File: src/rtl/region_guard_pkg.sv
// Shared definitions for the RoT access monitors: FSM encoding, the default
// memory map, and a helper for slicing packed per-region parameter vectors.
package region_guard_pkg;

  typedef enum logic {
    RUN  = 1'b0,
    KILL = 1'b1
  } state_e;

  // Default RoT memory map, shared by every monitor instance.
  localparam logic [15:0] SDATA_BASE         = 16'h0B00;
  localparam logic [15:0] SDATA_LAST         = 16'h16FF;
  localparam logic [15:0] KMEM_BASE          = 16'h6A00;
  localparam logic [15:0] KMEM_LAST          = 16'h6A1F;
  localparam logic [15:0] CTR_BASE           = 16'hFFC0;
  localparam logic [15:0] CTR_LAST           = 16'hFFDF;
  localparam logic [15:0] SMEM_BASE          = 16'hA100;
  localparam logic [15:0] SMEM_LAST          = 16'hBFFE;
  localparam logic [15:0] RESET_HANDLER_ADDR = 16'hFFFE;

  // Widest packed vector / field the helper accepts.
  localparam int FIELD_VEC_W = 256;
  localparam int FIELD_W     = 32;

  // Return field idx (each width bits wide, field 0 in the LSBs) of vec.
  function automatic logic [FIELD_W-1:0] field_of(input logic [FIELD_VEC_W-1:0] vec,
                                                  input int idx,
                                                  input int width);
    logic [FIELD_VEC_W-1:0] shifted;
    logic [FIELD_W-1:0]     mask;
    shifted = vec >> (idx * width);
    mask    = (FIELD_W'(1) << width) - FIELD_W'(1);
    return shifted[FIELD_W-1:0] & mask;
  endfunction

endpackage

File: src/rtl/region_guard_region_match.sv
// One protected region: inclusive range compare on the data address and the
// resulting untrusted-access violation bit for this region.
module region_match
  import region_guard_pkg::*;
#(
  parameter int              ADDR_W  = 16,
  parameter logic [ADDR_W-1:0] BASE  = SDATA_BASE,
  parameter logic [ADDR_W-1:0] LAST  = SDATA_LAST,
  parameter bit              RD_PROT = 1'b1,
  parameter bit              WR_PROT = 1'b1
) (
  input  logic [ADDR_W-1:0] data_addr,
  input  logic              untrusted,
  input  logic              r_en,
  input  logic              w_en,
  output logic              hit,
  output logic              rv
);

  // Both bounds are inclusive, unsigned compare.
  assign hit = (data_addr >= BASE) && (data_addr <= LAST);

  // Only strobed accesses from untrusted code matching this region's policy.
  assign rv = untrusted & hit & ((r_en & RD_PROT) | (w_en & WR_PROT));

endmodule

File: src/rtl/region_guard.sv
// Execution-aware access monitor: checks pc/data bus against N protected
// regions, drives a held kill line released only by a clean reset-handler
// fetch, and latches cause/address/pc plus a saturating episode count.
module region_guard
  import region_guard_pkg::*;
#(
  parameter int                          ADDR_W             = 16,
  parameter int                          N_REGIONS          = 3,
  parameter logic [N_REGIONS*ADDR_W-1:0] REGION_BASE        = {CTR_BASE, KMEM_BASE, SDATA_BASE},
  parameter logic [N_REGIONS*ADDR_W-1:0] REGION_LAST        = {CTR_LAST, KMEM_LAST, SDATA_LAST},
  parameter logic [N_REGIONS-1:0]        REGION_RD_MASK     = 3'b011,
  parameter logic [N_REGIONS-1:0]        REGION_WR_MASK     = 3'b111,
  parameter logic [ADDR_W-1:0]           TRUST_BASE         = SMEM_BASE,
  parameter logic [ADDR_W-1:0]           TRUST_LAST         = SMEM_LAST,
  parameter bit                          CONFINE_TRUSTED_WR = 1'b0,
  parameter logic [N_REGIONS-1:0]        TRUSTED_WR_MASK    = 3'b101,
  parameter logic [ADDR_W-1:0]           RESET_HANDLER      = RESET_HANDLER_ADDR,
  parameter int                          KILL_MIN_CYCLES    = 4,
  parameter int                          CNT_W              = 8
) (
  input  logic                 clk,
  input  logic                 rst_n,
  input  logic [ADDR_W-1:0]    pc,
  input  logic [ADDR_W-1:0]    data_addr,
  input  logic                 r_en,
  input  logic                 w_en,
  output logic                 kill,
  output logic [N_REGIONS-1:0] viol_region,
  output logic                 viol_confine,
  output logic [ADDR_W-1:0]    viol_addr,
  output logic [ADDR_W-1:0]    viol_pc,
  output logic [CNT_W-1:0]     viol_cnt
);

  localparam int HOLD_W = (KILL_MIN_CYCLES > 1) ? $clog2(KILL_MIN_CYCLES) : 1;
  localparam logic [HOLD_W-1:0] HOLD_LOAD = HOLD_W'(KILL_MIN_CYCLES - 1);

  logic                 trusted;
  logic [N_REGIONS-1:0] hit;
  logic [N_REGIONS-1:0] rv;
  logic                 cv;
  logic                 any_viol;
  logic                 enter_kill;
  state_e               state_q, state_d;
  logic [HOLD_W-1:0]    hold_q;

  assign trusted = (pc >= TRUST_BASE) && (pc <= TRUST_LAST);

  for (genvar i = 0; i < N_REGIONS; i++) begin : g_region
    localparam logic [ADDR_W-1:0] BASE_I =
      ADDR_W'(field_of(FIELD_VEC_W'(REGION_BASE), i, ADDR_W));
    localparam logic [ADDR_W-1:0] LAST_I =
      ADDR_W'(field_of(FIELD_VEC_W'(REGION_LAST), i, ADDR_W));

    region_match #(
      .ADDR_W  (ADDR_W),
      .BASE    (BASE_I),
      .LAST    (LAST_I),
      .RD_PROT (REGION_RD_MASK[i]),
      .WR_PROT (REGION_WR_MASK[i])
    ) u_match (
      .data_addr (data_addr),
      .untrusted (!trusted),
      .r_en      (r_en),
      .w_en      (w_en),
      .hit       (hit[i]),
      .rv        (rv[i])
    );
  end

  // Trusted writes outside the allow-list, then the combined violation.
  always_comb begin
    cv       = CONFINE_TRUSTED_WR && trusted && w_en && !(|(hit & TRUSTED_WR_MASK));
    any_viol = (|rv) | cv;
  end

  // State register; the single state bit is the registered kill line.
  always_ff @(posedge clk or negedge rst_n) begin
    // NOTE: sequential state uses non-blocking assignments so every flop samples pre-edge values.
    if (!rst_n) state_q <= RUN;
    else        state_q <= state_d;
  end

  // Next state: enter on any violation, leave only after the hold expires on a clean handler fetch.
  always_comb begin
    // NOTE: default assignment first so no path leaves state_d unassigned (no latch).
    state_d = state_q;
    unique case (state_q)
      RUN:  if (any_viol) state_d = KILL;
      KILL: if ((hold_q == '0) && (pc == RESET_HANDLER) && !any_viol) state_d = RUN;
      default: state_d = RUN;
    endcase
  end

  // Outputs of the FSM: kill level and the one-cycle episode-start strobe.
  always_comb begin
    kill       = (state_q == KILL);
    enter_kill = (state_q == RUN) && any_viol;
  end

  // Minimum-hold counter: loaded on entry, counts down while killed.
  always_ff @(posedge clk or negedge rst_n) begin
    if (!rst_n)                           hold_q <= '0;
    else if (enter_kill)                  hold_q <= HOLD_LOAD;
    else if (kill && (hold_q != '0))      hold_q <= hold_q - HOLD_W'(1);
  end

  // Capture cause and count episodes; only the entry edge updates them.
  always_ff @(posedge clk or negedge rst_n) begin
    if (!rst_n) begin
      viol_region  <= '0;
      viol_confine <= 1'b0;
      viol_addr    <= '0;
      viol_pc      <= '0;
      viol_cnt     <= '0;
    end else if (enter_kill) begin
      viol_region  <= rv;
      viol_confine <= cv;
      viol_addr    <= data_addr;
      viol_pc      <= pc;
      if (viol_cnt != '1) viol_cnt <= viol_cnt + CNT_W'(1);
    end
  end

endmodule
File: config.mk
export PLATFORM = sky130hd
export DESIGN_NAME = region_guard
export DESIGN_NICKNAME = d
export VERILOG_FILES = /design/src/rtl/region_guard_pkg.sv /design/src/rtl/region_guard_region_match.sv /design/src/rtl/region_guard.sv
export SDC_FILE = /design/constraint.sdc
export NUM_CORES = 1
export LEC_CHECK = 0
export BUFFER_PORTS_ARGS = -buffer_cell sky130_fd_sc_hd__buf_2
export CAP_MARGIN = 20
export CELL_PAD_IN_SITES_DETAIL_PLACEMENT = 2
export CELL_PAD_IN_SITES_GLOBAL_PLACEMENT = 2
export CORE_UTILIZATION = 27
export DETAILED_ROUTE_END_ITERATION = 8
export HOLD_SLACK_MARGIN = 0.02
export PLACE_DENSITY_LB_ADDON = 0.1
export SKIP_CTS_REPAIR_TIMING = 1
export SYNTH_ARGS = -nofsm -noshare
export SYNTH_HDL_FRONTEND = slang
export SYNTH_SLANG_ARGS = --single-unit
File: constraint.sdc
create_clock -name clk -period 1.8 [get_ports clk]
set_input_delay 0.18 -clock clk [delete_from_list [all_inputs] [get_ports clk]]
set_output_delay 0.18 -clock clk [all_outputs]
set_load 0.05 [all_outputs]
== Yosys cells after proc, flatten, opt, wreduce, memory -nomap -nowiden ==
Cells that the tools add are included.
Operators by class
  add/subtract/negate cells: 2
  order comparisons: 8
  equal/unequal tests: 2
  mux-type cells: 5
  bitwise gates (word level): 8
  reductions and logical operators: 15
Operators with widths (count)
  >= comparator 16 bit (second input constant): 2
  less-or-equal comparator 16 bit (second input constant): 2
  == test 16 bit (second input constant): 1
  >= comparator 16 x 12 -> 1 bit (second input constant): 1
  >= comparator 16 x 15 -> 1 bit (second input constant): 1
  less-or-equal comparator 16 x 13 -> 1 bit (second input constant): 1
  less-or-equal comparator 16 x 15 -> 1 bit (second input constant): 1
  adder 8 x 1 -> 8 bit (second input constant): 1
  logical AND 1 bit: 8
  inequality test 8 bit (second input constant): 1
  bitwise AND 1 bit: 6
  two-way mux 2 bit: 2
  nonzero test 2 bit: 2
  OR reduction 3 bit: 1
  zero test 1 bit: 2
  zero test 2 bit: 1
  two-way mux 1 bit: 2
  case mux 1 bit (2 select lines): 1
  AND reduction 2 bit: 1
  subtractor 2 x 1 -> 2 bit (second input constant): 1
  NOT 1 bit: 1
  bitwise OR 1 bit: 1
Storage, ports and cells
  register bits after elaboration: 46
  bits of input ports: 36
  output and inout port bits: 45
  word-level logic and storage cells: 46

== Depth between registers and ports, before layout ==
  word-level depth: 10
  gate-level depth with buffers: 7
  depth with buffers taken out: 6

== Hierarchy ==
A second synthesis with hierarchy kept.
Second synthesis, totals
  cells, all modules: 156
  area total of the unflattened synthesis: 2139.6 µm²
By module, submodules not included
  region_guard: instances 1, cells each 136, area an instance 1975.6 µm², sequential area each 1151.1 µm²
  region_match at g_region[1].u_match ...: instances 2, cells each 6, area an instance 56.3 µm², sequential area each 0.0 µm²
  region_match at g_region[0].u_match: instances 1, cells each 8, area an instance 51.3 µm², sequential area each 0.0 µm²

== Worst setup path after synthesis ==
OpenSTA, ideal clock, no wires.
  path kind: register to register
  start: reg viol_cnt[0]
  end: reg viol_cnt[1]
  setup time: 0.128 ns
  data arrival time: 1.899 ns
  data required time: 1.672 ns
  setup slack: -0.227 ns
  stages on the path, launching flop included: 7
  buffers on the path: 0
  clock period less this slack: 2.027 ns
  cells stage by stage: dfrtp_1 -> ha_1 -> and3_1 -> and3_1 -> nand3_1 -> and2_1 -> mux2_1
Between the ends
  word-level cells in the longest chain between the ends: 2
  elaborated cells between the ends (all ways): 3
  those cells by class: add/sub (1); eq/ne (1); reduce/logical (1)
Ends and longest elaborated chain
  start: declaration: RTL line region_guard.sv:32  | output logic [CNT_W-1:0] viol_cnt
  start signal: assignment: RTL line region_guard.sv:121  | if (viol_cnt != '1) viol_cnt <= viol_cnt + CNT_W'(1);
  parallel branches: the longest is 2 deep, another holds adder 8 x 1 -> 8 bit
Parallel ways; which one is timed is not known.
A chain may end at the register's enable or synchronous reset.

== Worst setup path after layout ==
  start: in pc[9]
  end: reg viol_cnt[1]
Between the ends
  word-level cells in the longest chain between the ends: 8
  elaborated cells between the ends (all ways): 13
  those cells by class: order compare (2); bitwise (6); reduce/logical (5)
Ends and longest elaborated chain
  start: declaration: RTL line region_guard.sv:23  | input logic [ADDR_W-1:0] pc,
  >= comparator 16 bit or less-or-equal comparator 16 bit (tied branches): RTL line region_guard.sv:47  | assign trusted = (pc >= TRUST_BASE) && (pc <= TRUST_LAST);
  logical AND 1 bit (*): RTL line region_guard.sv:47
  zero test 1 bit (*): RTL line region_guard.sv:63  | .untrusted (!trusted),
  bitwise AND 1 bit (2 in a row): RTL line region_guard_region_match.sv:24  | assign rv = untrusted & hit & ((r_en & RD_PROT) | (w_en & WR_PROT));
  OR reduction 3 bit (*): RTL line region_guard.sv:74  | any_viol = (|rv) | cv;
  logical AND 1 bit (*): RTL line region_guard.sv:98  | enter_kill = (state_q == RUN) && any_viol;
  AND reduction 2 bit (no source line) (*)
Mark *: on every way between the ends. The rest lies on a longest branch, timed or not.

==> run metrics <==
run status complete, but fails checks; violations in the final reports negative setup slack; required arrival time at the worst endpoint between 1500 and 2000 ps; Yosys Warn Count 0; post-synthesis net count 201; routed length per instance ~15 um; sequential element share of the synthesized area between 50 and 60%; CTS H-tree lvls 2; pin count of the biggest net entering global routing 31; share of synthesized registers carrying an async set or reset 100%; post-synthesis share of cell area spent on xor and xnor gates approximately 2.1%; post-synthesis share of cell area spent on and, or, nand and nor gates 12.2%; compound-cell area share of the yosys netlist about 7.7%; Final Setup Violations 32; Syn-to-layout area delta 50.2%; sort of element at the end of the critical path flop; floorplan die width ~90 um; Pre-antenna DRT Iters 2; Final Hold Fails 0; clock tree from TritonCTS yes; setup repair after global routing missed its margin true; Data arrival, critical path 2050 ps; biggest area contributors in the synthesized netlist dfrtp_1 56%, mux2_1 14%, mux2_2 3.8%, nand3_1 2.2%, and3_1 1.8%; overflow left after global routing 0; gate count after technology mapping about 160; # clock sinks between 40 and 50; setup skew after layout around 3.8 ps; max-cap violation count 0; leakage power figure 1.59 nW; starting density of the core between 20 and 30%; mean cell area of the mapped netlist around 13 sq um; number of buffers created by CTS 5; critical-path maximum fanout 6; Cell variety after synth 37; gpl congestion ~0.74; dominant register cell in the synthesized netlist dfrtp_1; cell area after synthesis 2060 sq um; DRC errors left 0; final non-filler cell total just under 400; Yosys top cell area share 55.8%; count of vias placed by the detailed router 1,787; setup slack, reg-to-reg 50 ps; EDFF count, synth 0; clock latency of the later-clocked register in the worst-skew pair slightly below 300 ps; Post-layout nets approximately 330; hold slack final 122 ps; Hold Crit Class input pin to flop; vias in the first global route around 1,900; PnR Total Power ~4.4 mW; share of the cycle needed by the critical path after routing 104%; Clock Pin Slew Worst Setup and Hold Paths about 80 ps; worst setup slack after layout -70.1 ps; buffer cell driving the clock tree root clkbuf_8; via density per instance 4.58; final wirelength slightly below 6000 um; Cell Count Post-Placement approximately 380; Die Area 8000 sq um; area of the core 7330 sq um; post-synthesis share of cell area spent on full adders, half adders and majority gates approximately 1.2%; row count 31; Max rail drop VDD 0.000493 V; wire length of the first global-routing pass around 9200 um; largest family of logic cells by synthesized area multiplexers; Startpoint Class input pin; flip-flop and latch count after synthesis 46; final-report max-slew violation count 0; number of design-rule violations left by the first detailed-router iteration 40; type of the worst setup path input pin to flop; share of layout cells above drive strength 1 a little over half; count of nets left with antenna violations after detail routing 0; global-route usage over all layers between 10% and 20%; diodes inserted 0; count of boundary I/O pins 81; Post-DP HPWL 4610 um; buffer levels on the longest clock path 2; initial antenna violation count 0; DIE HEIGHT ~90 um; fin crit period approximately 1900 ps; max frequency around 530 MHz; multiplexer fraction of the synthesized cell area between 10% and 20%; count of input and output buffers just under 80; cell type contributing the most total cell area after synthesis dfrtp_1; power density relative to cell area between 1000 and 1500 nW/um^2
synthesized netlist by cell type, drive strengths merged, types with 2 or more instances:
cell type / n
dfrtp: 46
mux2: 33
nand3: 9
a21oi: 7
and3: 6
inv: 6
nand4: 6
buf: 5
nand2: 4
nand2b: 4
xnor2: 4
nor2: 3
nor4: 3
o21ai: 3
ha: 2
nand4b: 2
or3: 2
cells by family (layout without fill, tap and decap cells):
family | Yosys count | count (layout)
compound gates | 21 | 21
xor+xnor | 5 | 5
fa+ha+maj | 2 | 2
buf+inv | 11 | 139
flops | 46 | 46
mux | 33 | 33
other cells | 1 | 1
simple gates | 44 | 44
cells in the final DEF (no fill, tap or decap), types with 2 or more instances in the layout:
cell type | netlist | routed
ha_1 | 2 | 2
mux2_4 | 0 | 3
a21oi_1 | 7 | 7
nand2b_1 | 4 | 4
o21ai_0 | 3 | 3
clkbuf_8 | 0 | 5
nor2_1 | 3 | 3
nand3_2 | 0 | 2
or3_1 | 2 | 2
nand2_1 | 4 | 4
and3_1 | 6 | 6
inv_1 | 6 | 6
xnor2_1 | 4 | 4
buf_2 | 1 | 77
clkbuf_1 | 0 | 2
nand4b_1 | 2 | 2
nand3_1 | 9 | 7
nor4_1 | 3 | 2
dfrtp_2 | 0 | 2
buf_6 | 0 | 4
dfrtp_1 | 46 | 44
mux2_2 | 7 | 7
buf_4 | 4 | 41
nand4_1 | 6 | 6
mux2_1 | 26 | 23
registers in the layout (all words and copies together) (netlist names):
register / flops
viol_region: 3
viol_pc: 16
hold_q: 2
kill: 1
viol_addr: 16
viol_cnt: 8
worst paths after layout:
kind,start,to,cells after the start
setup / recovery,pc[9],viol_cnt[1],8
setup reg to reg,viol_cnt[1],viol_cnt[1],6
hold reg to reg,viol_addr[14],viol_addr[14],1
hold / removal,pc[7],viol_pc[7],2
min in group asynchronous,rst_n,viol_pc[1],2
max in group asynchronous,rst_n,viol_cnt[1],3
final cells by class:
type / count / area (sq um)
clock buffers: 7 / 76.3
inverters: 6 / 22.5
multi-input cells: 106 / 912
repair buffers: 125 / 783
flip-flops and latches: 46 / 1150
fillers: 798 / 4230
clock inverters: 1 / 30.0
well taps: 99 / 124
layer usage:
| layer | share of wire, % | global-route usage (%) | vias to the layer above |
|---|---|---|---|
| li1 | - | - | 842 |
| met5 | 0 | 0 | - |
| met4 | 1.3 | 5.92 | 0 |
| met3 | 3.8 | 2.86 | 6 |
| met2 | 52 | 28.2 | 53 |
| met1 | 42 | 17.8 | 886 |
report_power, final:
part / internal, mW / switching [mW] / total, mW
Sequential: 1.37 / 0.173 / 1.54
Clock: 0.416 / 0.329 / 0.745
Combinational: 0.594 / 1.51 / 2.10
worst max-delay path, stage by stage:
cell	delay, ps
buf_6	90
or4_4	540
o2111ai_4	220
o21ba_4	180
a21boi_4	250
buf_6	150
and2_4	150
mux2_4	290
per-stage QoR:
step / setup TNS, ps / area [sq um] / utilization [%] / setup slack (ps)
after floorplan: -5100 / 2100 / - / -154
after global placement: -12960 / 2900 / 39.5 / -362
after detailed placement: -12650 / 2900 / 39.5 / -379
after CTS: -892 / 3000 / 41.0 / -73.8
after global routing: -3350 / 3100 / 42.3 / -133
final: -904 / 3100 / 42.3 / -70.1
Power figures use the tool's default switching activity.
